### src/rtl/ir_prefetch_queue.sv
`default_nettype none
// +--------------------------------------------------------------------------+
// | ir_prefetch_queue: instruction register fed by a DEPTH-entry prefetch    |
// | FIFO with valid/ready fetch handshake and redirect flush.                |
// | Option: IR_PREFETCH_BYPASS_EN routes RD straight into IRout when empty.  |
// | Revision: 1.0                                                            |
// +--------------------------------------------------------------------------+
module ir_prefetch_queue #(
  parameter int WIDTH = 16,
  parameter int DEPTH = 4
) (
  input  logic                     clk,
  input  logic                     rst_n,
  input  logic [WIDTH-1:0]         RD,
  input  logic                     fetch_valid,
  output logic                     fetch_ready,
  input  logic                     ir_load,
  input  logic                     flush,
  output logic [WIDTH-1:0]         IRout,
  output logic                     ir_valid,
  output logic [$clog2(DEPTH):0]   q_count
);

  localparam int c_AW = $clog2(DEPTH);
  localparam int c_CW = c_AW + 1;
  localparam logic [c_CW-1:0] c_FULL = c_CW'(DEPTH);

  logic [WIDTH-1:0] r_mem [DEPTH];
  logic [c_AW-1:0]  r_wptr;
  logic [c_AW-1:0]  r_rptr;
  logic [c_CW-1:0]  r_count;
  logic [WIDTH-1:0] r_ir;
  logic             r_ir_valid;

  logic w_empty;
  logic w_ready;
  logic w_bypass;
  logic w_push;
  logic w_pop;

  assign w_empty = (r_count == '0);
  assign w_ready = (r_count < c_FULL) && !flush && rst_n;

`ifdef IR_PREFETCH_BYPASS_EN
  assign w_bypass = w_empty && fetch_valid && ir_load && !flush;
`else
  assign w_bypass = 1'b0;
`endif

  // A bypassed word goes only to IRout, never into the queue.
  assign w_push = fetch_valid && w_ready && !w_bypass;
  assign w_pop  = ir_load && !w_empty && !flush;

  always_ff @(posedge clk) begin
    if (w_push) begin
      r_mem[r_wptr] <= RD;
    end
  end

  always_ff @(posedge clk or negedge rst_n) begin
    if (!rst_n) begin
      r_wptr  <= '0;
      r_rptr  <= '0;
      r_count <= '0;
    end else if (flush) begin
      r_wptr  <= '0;
      r_rptr  <= '0;
      r_count <= '0;
    end else begin
      if (w_push) begin
        r_wptr <= r_wptr + c_AW'(1);
      end
      if (w_pop) begin
        r_rptr <= r_rptr + c_AW'(1);
      end
      r_count <= r_count + c_CW'(w_push) - c_CW'(w_pop);
    end
  end

  // Flush and empty loads invalidate IRout but keep its last contents.
  always_ff @(posedge clk or negedge rst_n) begin
    if (!rst_n) begin
      r_ir       <= '0;
      r_ir_valid <= 1'b0;
    end else if (flush) begin
      r_ir_valid <= 1'b0;
    end else if (ir_load) begin
      if (w_bypass) begin
        r_ir       <= RD;
        r_ir_valid <= 1'b1;
      end else if (!w_empty) begin
        r_ir       <= r_mem[r_rptr];
        r_ir_valid <= 1'b1;
      end else begin
        r_ir_valid <= 1'b0;
      end
    end
  end

  assign fetch_ready = w_ready;
  assign q_count     = r_count;
  assign IRout       = r_ir;
  assign ir_valid    = r_ir_valid;

endmodule
`default_nettype wire
### config.mk
export PLATFORM = sky130hd
export DESIGN_NAME = ir_prefetch_queue
export DESIGN_NICKNAME = d
export VERILOG_FILES = /design/src/rtl/ir_prefetch_queue.sv
export SDC_FILE = /design/constraint.sdc
export NUM_CORES = 1
export LEC_CHECK = 0
export CORE_AREA = 2 2 80 82
export CTS_CLUSTER_DIAMETER = 80
export DETAILED_ROUTE_END_ITERATION = 16
export DIE_AREA = 0 0 82 84
export PLACE_DENSITY = 0.85
export SLEW_MARGIN = 20
export SYNTH_ARGS = -nofsm -noshare
export SYNTH_HDL_FRONTEND = slang
export SYNTH_SLANG_ARGS = --single-unit
### constraint.sdc
create_clock -name clk -period 4.1 [get_ports clk]
set_clock_uncertainty 0.05 [all_clocks]
set_input_delay 1.025 -clock clk [delete_from_list [all_inputs] [get_ports clk]]
set_output_delay 1.025 -clock clk [all_outputs]
set_load 0.005 [all_outputs]
==> flow_metrics.tcl, run 1 <==
set metrics [dict create \
    outcome "complete, no violations" \
    p_leak_nw 1.52 \
    grt_pass1_vias 1787 \
    met2_usage_pct 31.6 \
    htree_levels 3 \
    antenna_violation_net_count_after_detailed_routing 0 \
    post-cts-setup-buffers 0 \
    clkTransAtPathRegs_ns 0.08 \
    timing.critical_path.fanout_max 11 \
    place.port_buffers 41 \
    core.rowCount 29 \
    initial_utilization_pct 57.3 \
    cts-buffers-inserted 9 \
    nFillCells 385 \
    vdd_drop_max_v 0.000297 \
    timing.fmax_mhz 282 \
    yosysSeqAreaShare_pct 72.2 \
    root_buffer "sky130_fd_sc_hd__clkbuf_8" \
    hold_viol_final 0 \
    number_of_antenna_violations_at_the_first_check_in_global_routing 0 \
    synthesis.area_per_instance_um2 21.3 \
    drt_pass1_iterations 6 \
    avgRoutedWirePerCell_um 19.3 \
    track_usage_pct 19.1 \
    regArea_um2 2520 \
    synthesized_area_fraction_occupied_by_ao_oa_aoi_and_oai_cells_pct 0.823 \
    grt_util_met3_pct 2.92 \
    syn_inst 164 \
    fp.dieArea_um2 6890 \
    synth.net_count 192 \
    hpwl_dp_um 3730 \
    cp.arrival_ns 2.47 \
    cts_hold_buf 0 \
    pwr_density_cell_nw_per_um2 579 \
    aggregate_negative_setup_slack_ns 0 \
    yosys-mux-area-fraction_pct 17.5 \
    setup.worst_path.class "input port to primary output" \
    die_width_um 82 \
    critPathLaunchType "input port" \
    yosys.area_share.adder_pct 2.72 \
    cts.repair.resized 0 \
    diode_insertion_count_for_antenna_repair 0 \
    die_h_um 84 \
    synth-simple-area-share_pct 3.04 \
    most_utilized_layer_in_the_global_route_result "met2" \
    cts_tree "yes" \
    crit_path_end_kind "primary output" \
    numClockSinks 88 \
    clk_path_buf_depth 2 \
    finalWorstPathRequiredPeriod_ns 3.55 \
    setup-violations-final 0 \
    largest_family_of_logic_cells_by_synthesized_area "multiplexers" \
    timing.final.ws_setup_ns 0.555 \
    synth.ff_latch_count 88 \
    drc 0 \
    fin_nets 245 \
    worst_slew_pin_slew_ns 1.01 \
    area_of_the_multi_input_gates_um2 877 \
    drv_slew 0 \
    min_period_over_period_pct 86.5 \
    num_io_pins 42 \
    grt_remaining_overflow 0 \
    globalplace.congestion 0.656 \
    synth.distinct_cells 28 \
    grt_util_met1_pct 24.4 \
    min_path_type "flop to flop" \
    drv_cap 0 \
    grt_first_pass_wirelength_um 9370 \
    detailroute.via_count 1654 \
    post_drt_via_cell_ratio 5.53 \
    clk-insertion-delay-late_ns 0.35 \
    cp.required_ns 3.02 \
    finish.utilization_pct 69.1 \
    core_area_um2 6100 \
    routed_wl_um 5760 \
    yosys_warnings 0 \
    slew_headroom_pct 32.4 \
    syn_area_um2 3500 \
    synth_xor_area_share_pct 1.00 \
    drtIter0Drc 100 \
    rsz0062_at_grt "false" \
    fraction_of_final_layout_cells_with_drive_strength_greater_than_1_pct 22.5 \
    pin_count_of_the_biggest_net_entering_global_routing 19 \
    syn2layout_area_growth_pct 20.4 \
    worst_case_setup_slack_after_placement_ns 0.542 \
]
==> cells in the final DEF (no fill, tap or decap), types with 4 or more instances in the layout <==
cell type / netlist / final
sky130_fd_sc_hd__clkbuf_8: 2 / 9
sky130_fd_sc_hd__mux2_2: 8 / 8
sky130_fd_sc_hd__clkdlybuf4s50_1: 0 / 41
sky130_fd_sc_hd__mux4_1: 8 / 8
sky130_fd_sc_hd__inv_1: 5 / 5
sky130_fd_sc_hd__mux4_2: 8 / 8
sky130_fd_sc_hd__and2_1: 4 / 4
sky130_fd_sc_hd__edfxtp_1: 64 / 64
sky130_fd_sc_hd__nor2_1: 5 / 5
sky130_fd_sc_hd__ha_1: 6 / 6
sky130_fd_sc_hd__mux2_4: 8 / 8
sky130_fd_sc_hd__dfrtp_1: 24 / 24
sky130_fd_sc_hd__buf_4: 0 / 8
==> cell usage after synthesis, drive strengths merged <==
| library cell | number | share of area (%) |
|---|---|---|
| nand2b | 1 | 0.18 |
| mux2 | 17 | 6.3 |
| dfrtp | 24 | 17 |
| o311ai | 1 | 0.25 |
| inv | 5 | 0.54 |
| xor2 | 3 | 0.75 |
| nor3 | 1 | 0.29 |
| and2 | 4 | 0.72 |
| edfxtp | 64 | 55 |
| o31ai | 2 | 0.43 |
| nor3b | 2 | 0.75 |
| ha | 6 | 2.1 |
| nor2 | 5 | 0.54 |
| a21oi | 1 | 0.14 |
| mux4 | 16 | 11 |
| nor4bb | 1 | 0.29 |
| nand2 | 1 | 0.11 |
| buf | 3 | 1.2 |
| nor2b | 1 | 0.18 |
| fa | 1 | 0.57 |
| xnor2 | 1 | 0.25 |
| clkbuf | 4 | 1.0 |
==> layout make-up <==
class                           count  area share (%)
Timing Repair Buffer               49            11.2
Inverter                            5           0.446
Sequential cell                    88            59.9
Clock buffer                        9            2.94
Tap cell                           77            2.29
Clock inverter                      7            2.41
Multi-Input combinational cell     64            20.8
==> power breakdown <==
group | internal, mW | switching [mW] | total [mW]
Clock | 0.349 | 0.314 | 0.663
Sequential | 1.07 | 0.124 | 1.20
Combinational | 0.408 | 0.172 | 0.579
Total | 1.83 | 0.610 | 2.44
==> cell families (layout without fill, tap and decap cells) <==
| logic type | count (synthesis) | count (layout) |
|---|---|---|
| and+or+nand+nor | 16 | 16 |
| xor gates and xnor gates | 4 | 4 |
| muxes | 33 | 33 |
| adders and majority gates | 7 | 7 |
| buffers and inverters | 12 | 70 |
| DFF | 88 | 88 |
| AOI/OAI and AO/OA | 4 | 4 |
==> routing by layer <==
layer	routed length, µm	vias up	share of wire [%]
li1	-	749	-
met1	2410	863	42
met2	3060	31	53
met3	150	11	2.6
met4	138	0	2.4
met5	0	-	0
==> state kept, by name (all words and copies together), names as in the netlist <==
signal    flops
q_count       3
r_mem        64
IRout        16
r_rptr        2
r_wptr        2
ir_valid      1
==> metrics by stage <==
| stage | std cells | cell area [µm²] | power, mW | hold WS (ns) |
|---|---|---|---|---|
| 2_1_floorplan | 164 | 3500 | 1.54 | 0.433 |
| 3_3_place_gp | 283 | 3990 | 1.78 | 0.437 |
| 3_5_place_dp | 283 | 3990 | 1.81 | 0.438 |
| 4_1_cts | 299 | 4210 | 2.47 | 0.458 |
| 5_1_grt | 299 | 4210 | 2.56 | 0.476 |
| 6_report | 299 | 4210 | 2.44 | 0.455 |
==> path summary, 6_finish.rpt <==
kind / start / end / slack [ns] / cells after the start
max in group asynchronous: rst_n / IRout[1]$_DFFE_PN0P_ / 2.80 / 2
worst max-delay path: flush / fetch_ready / 0.55 / 3
min in group asynchronous: rst_n / IRout[10]$_DFFE_PN0P_ / 0.92 / 2
worst max register to register: q_count[2]$_DFF_PN0_ / q_count[2]$_DFF_PN0_ / 1.84 / 9
worst min-delay path: IRout[1]$_DFFE_PN0P_ / IRout[1]$_DFFE_PN0P_ / 0.45 / 1
worst min register to register: IRout[1]$_DFFE_PN0P_ / IRout[1]$_DFFE_PN0P_ / 0.45 / 1
==> worst max-delay path: stages <==
cell and delay (ns):
sky130_fd_sc_hd__clkdlybuf4s50_1 0.64, sky130_fd_sc_hd__nor3b_1 0.28, sky130_fd_sc_hd__clkdlybuf4s50_1 0.53
Power figures use the tool's default switching activity.
==> inputs of run 2 (changes only) <==
- SLEW_MARGIN: 20 -> 40
==> run 2 against run 1 <==
Final area is essentially flat. Clock-buffer cell count is the same. Highest routed layer unchanged. First-iteration DRC count shrank 17%.
==> flow_metrics.tcl, run 2 (synthesis results as in run 1) <==
set metrics [dict create \
    outcome "complete, no violations" \
    antenna_violation_net_count_after_detailed_routing 0 \
    cts_hold_buf 0 \
    die_width_um 82 \
    largest_register "r_mem" \
    detailroute.via_count 1649 \
    grt_remaining_overflow 0 \
    hold_viol_final 0 \
    cts-buffers-inserted 9 \
    core.rowCount 29 \
    clkTransAtPathRegs_ns 0.08 \
    cp.required_ns 3.02 \
    cp.arrival_ns 2.48 \
    finalWorstPathRequiredPeriod_ns 3.56 \
    grt_pass1_vias 1808 \
    worst_slew_pin_slew_ns 0.714 \
    nFillCells 387 \
    pin_count_of_the_biggest_net_entering_global_routing 19 \
    fraction_of_final_layout_cells_with_drive_strength_greater_than_1_pct 23.0 \
    worst-r2r-cell-count 9 \
    drtIter0Drc 83 \
    syn2layout_area_growth_pct 20.5 \
    post-cts-setup-buffers 0 \
    place.port_buffers 41 \
    clk_path_buf_depth 2 \
    area_of_the_multi_input_gates_um2 877 \
    pwr_density_cell_nw_per_um2 580 \
    largest_reg_flops 64 \
    drv_cap 0 \
    critPathLaunchType "input port" \
    regArea_um2 2520 \
    fin_nets 245 \
    die_h_um 84 \
    clk-insertion-delay-late_ns 0.35 \
    track_usage_pct 19.3 \
    rsz0062_at_grt "false" \
    min_period_over_period_pct 86.8 \
    timing.final.ws_setup_ns 0.541 \
    number_of_antenna_violations_at_the_first_check_in_global_routing 0 \
    timing.fmax_mhz 281 \
    drc 0 \
    crit_path_end_kind "primary output" \
    globalplace.congestion 0.656 \
    numClockSinks 88 \
    routed_wl_um 5810 \
    hold_depth 1 \
    cts_tree "yes" \
    finish.utilization_pct 69.1 \
    min_path_type "flop to flop" \
    worst_case_setup_slack_after_placement_ns 0.542 \
    layout_common_cells "sky130_fd_sc_hd__edfxtp_1, sky130_fd_sc_hd__clkdlybuf4s50_1, sky130_fd_sc_hd__dfrtp_1" \
    post_drt_via_cell_ratio 5.52 \
    diode_insertion_count_for_antenna_repair 0 \
    core_area_um2 6100 \
    avgRoutedWirePerCell_um 19.4 \
    setup-violations-final 0 \
    vdd_drop_max_v 0.000292 \
    slew_headroom_pct 52.4 \
    aggregate_negative_setup_slack_ns 0 \
    grt_first_pass_wirelength_um 9400 \
    timing.critical_path.fanout_max 11 \
    reg2reg_setup_slack_ns 1.84 \
    setup.worst_path.class "input port to primary output" \
    cts.repair.resized 0 \
    fp.dieArea_um2 6890 \
    leading_cell_type_in_the_layout_fill_and_taps_excluded "sky130_fd_sc_hd__edfxtp_1" \
    initial_utilization_pct 57.3 \
    p_leak_nw 1.51 \
    htree_levels 3 \
    timing.hold.ws_ns 0.454 \
    drt_pass1_iterations 4 \
    hpwl_dp_um 3730 \
    num_io_pins 42 \
    drv_slew 0 \
    root_buffer "sky130_fd_sc_hd__clkbuf_8" \
]
run 2: critical path, stage by stage:
cell                              delay, ns
sky130_fd_sc_hd__clkdlybuf4s50_1       0.65
sky130_fd_sc_hd__nor3b_1               0.28
sky130_fd_sc_hd__clkdlybuf4s50_1       0.53
run 2: per-layer routing:
| metal | share of wire [%] | vias to the layer above | track usage (%) |
|---|---|---|---|
| li1 | - | 749 | - |
| met1 | 42 | 848 | 23.8 |
| met2 | 53 | 39 | 31.9 |
| met3 | 3.1 | 13 | 3.46 |
| met4 | 2.4 | 0 | 10.0 |
| met5 | 0 | - | 0 |
run 2: power by group:
group / switching [mW] / internal, mW / total (mW)
clock network: 0.318 / 0.349 / 0.667
logic: 0.172 / 0.407 / 0.580
registers: 0.123 / 1.07 / 1.20
total: 0.613 / 1.83 / 2.44
run 2: metrics by stage:
step / power, mW / instances / instance area, µm²
after floorplan: 1.54 / 164 / 3500
after global placement: 1.78 / 283 / 3990
after detailed placement: 1.81 / 283 / 3990
after CTS: 2.48 / 299 / 4210
after global routing: 2.56 / 299 / 4210
final: 2.44 / 299 / 4210
run 2: cell type report:
cell class	instances	area share [%]
Timing Repair Buffer	49	11.2
Multi-Input combinational cell	64	20.8
Clock inverter	7	2.41
Sequential cell	88	59.9
Clock buffer	9	2.94
Inverter	5	0.446
Tap cell	77	2.29
run 2: worst paths after layout:
path | start | endpoint
worst max register to register | q_count[2]$_DFF_PN0_ | q_count[2]$_DFF_PN0_
worst min-delay path | IRout[1]$_DFFE_PN0P_ | IRout[1]$_DFFE_PN0P_
worst max-delay path | flush | fetch_ready
max in group asynchronous | rst_n | r_rptr[0]$_DFFE_PN0P_
worst min register to register | IRout[1]$_DFFE_PN0P_ | IRout[1]$_DFFE_PN0P_
min in group asynchronous | rst_n | IRout[7]$_DFFE_PN0P_
==> inputs of run 3 (changes only) <==
- REMOVE_ABC_BUFFERS: default -> 1
==> run 3 against run 2 <==
Sequential share of layout area increased by 0.81 points. Clock-buffer cell count is 4 higher. Worst setup slack improved by 0.0045 ns. Final cell count is 0.33% lower. Largest power group unchanged. Combinational power hardly changed. Final area down 1.3%.
==> flow_metrics.tcl, run 3 (synthesis results as in run 1) <==
set metrics [dict create \
    core_area_um2 6100 \
    place.port_buffers 41 \
    outcome "complete, no violations" \
    post-cts-setup-buffers 0 \
    initial_utilization_pct 57.3 \
    avgRoutedWirePerCell_um 18.9 \
    clk_path_buf_depth 2 \
    pwr_density_cell_nw_per_um2 554 \
    area_of_the_multi_input_gates_um2 877 \
    drv_slew 0 \
    grt_first_pass_wirelength_um 8890 \
    num_io_pins 42 \
    largest_register "r_mem" \
    timing.fmax_mhz 281 \
    hold_viol_final 0 \
    max_stage_delay_ns 0.63 \
    die_h_um 84 \
    p_leak_nw 1.49 \
    pin_count_of_the_biggest_net_entering_global_routing 21 \
    die_width_um 82 \
    min_path_type "flop to flop" \
    track_usage_pct 18.4 \
    syn2layout_area_growth_pct 18.9 \
    most_frequent_cell_on_the_critical_path "sky130_fd_sc_hd__clkdlybuf4s50_1" \
    drt_pass1_iterations 4 \
    root_buffer "sky130_fd_sc_hd__clkbuf_8" \
    grt_pass1_vias 1690 \
    clkTransAtPathRegs_ns 0.08 \
    worst_slew_pin_slew_ns 0.761 \
    clk-insertion-delay-late_ns 0.34 \
    buffers_and_inverters_on_the_worst_path 2 \
    hpwl_dp_um 3750 \
    reg2reg_setup_slack_ns 1.79 \
    number_of_antenna_violations_at_the_first_check_in_global_routing 0 \
    setup.worst_path.class "input port to primary output" \
    cts_hold_buf 0 \
    globalplace.congestion 0.738 \
    fin_nets 244 \
    layout_common_cells "sky130_fd_sc_hd__edfxtp_1, sky130_fd_sc_hd__clkdlybuf4s50_1, sky130_fd_sc_hd__dfrtp_1" \
    cts.repair.resized 0 \
    finalWorstPathRequiredPeriod_ns 3.55 \
    min_period_over_period_pct 86.7 \
    aggregate_negative_setup_slack_ns 0 \
    nFillCells 408 \
    cpLargestDelayFamily "buffers and inverters" \
    fraction_of_final_layout_cells_with_drive_strength_greater_than_1_pct 21.7 \
    cp.arrival_ns 2.48 \
    regArea_um2 2520 \
    crit_path_end_kind "primary output" \
    drtIter0Drc 145 \
    post_drt_via_cell_ratio 5.53 \
    grt_remaining_overflow 0 \
    critPathLaunchType "input port" \
    vdd_drop_max_v 0.000350 \
    antenna_violation_net_count_after_detailed_routing 0 \
    routed_wl_um 5620 \
    drc 0 \
    setup-violations-final 0 \
    core.rowCount 29 \
    timing.critical_path.cells "clkdlybuf4s50_1, nor3b_1, clkdlybuf4s50_1" \
    largest_reg_flops 64 \
    total_power_mw 2.30 \
    cts-buffers-inserted 9 \
    numClockSinks 88 \
    cp.required_ns 3.02 \
    critical_path_top_delay_cell "sky130_fd_sc_hd__clkdlybuf4s50_1" \
    slew_headroom_pct 49.2 \
    cts_tree "yes" \
    rsz0062_at_grt "false" \
    fp.dieArea_um2 6890 \
    htree_levels 3 \
    drv_cap 0 \
    timing.critical_path.fanout_max 11 \
    leading_cell_type_in_the_layout_fill_and_taps_excluded "sky130_fd_sc_hd__edfxtp_1" \
    detailroute.via_count 1647 \
    diode_insertion_count_for_antenna_repair 0 \
]
run 3: cell types whose count changed in the layout (fill, tap and decap cells not counted), sizes merged:
cell | previous run | this run
clkinv | 0 | 2
buf | 8 | 7
bufinv | 2 | 0
clkbuf | 9 | 13
clkinvlp | 2 | 1
inv | 8 | 5
run 3: per-stage QoR:
| step | setup WS, ns | util, % | area, µm² | cells | hold WS [ns] |
|---|---|---|---|---|---|
| 2_1_floorplan | 1.09 | - | 3420 | 157 | 0.433 |
| 3_3_place_gp | 0.555 | 65.3 | 3980 | 282 | 0.419 |
| 3_5_place_dp | 0.518 | 65.3 | 3980 | 282 | 0.449 |
| 4_1_cts | 0.509 | 68.2 | 4160 | 298 | 0.464 |
| 5_1_grt | 0.461 | 68.2 | 4160 | 298 | 0.486 |
| 6_report | 0.546 | 68.2 | 4160 | 298 | 0.460 |
run 3: final timing paths:
| path | start | endpoint | cells past startpoint |
|---|---|---|---|
| worst max-delay path | flush | fetch_ready | 3 |
| worst min-delay path | IRout[3]$_DFFE_PN0P_ | IRout[3]$_DFFE_PN0P_ | 1 |
| worst max register to register | q_count[2]$_DFF_PN0_ | q_count[2]$_DFF_PN0_ | 10 |
| worst min register to register | IRout[3]$_DFFE_PN0P_ | IRout[3]$_DFFE_PN0P_ | 1 |
| max in group asynchronous | rst_n | r_rptr[0]$_DFFE_PN0P_ | 2 |
| min in group asynchronous | rst_n | IRout[3]$_DFFE_PN0P_ | 1 |
run 3: final cells by class:
cell class / instances / share of cell area [%]
inverter: 5 / 0.452
timing repair buffer: 48 / 11.1
clock buffer: 13 / 3.82
clock inverter: 3 / 0.422
tap: 77 / 2.32
multi-input combinational: 64 / 21.1
sequential: 88 / 60.7
run 3: report_power, final:
part / switching (mW) / leakage [nW] / total, mW / internal [mW]
clock network: 0.278 / 0.0894 / 0.530 / 0.252
registers: 0.120 / 0.876 / 1.19 / 1.07
logic: 0.170 / 0.527 / 0.577 / 0.407
total: 0.569 / 1.49 / 2.30 / 1.73
run 3: worst register-to-register path: cells and delay by family, from the launching register on:
kind / cells / cell delay, ns
flip-flops: 1 / 0.47
XOR/XNOR: 1 / 0.16
buffers and inverters: 4 / 0.37
AND/OR/NAND/NOR: 2 / 0.38
adder cells (fa/ha/maj): 3 / 0.77
run 3: routing by layer:
layer | up-vias | routed length, µm | GRT usage [%] | part of all wire, %
met2 | 39 | 2930 | 28.6 | 52
met1 | 854 | 2400 | 24.3 | 43
met4 | 0 | 125 | 10.8 | 2.2
met3 | 9 | 176 | 3.14 | 3.1
li1 | 745 | - | - | -
met5 | - | 0 | 0 | 0
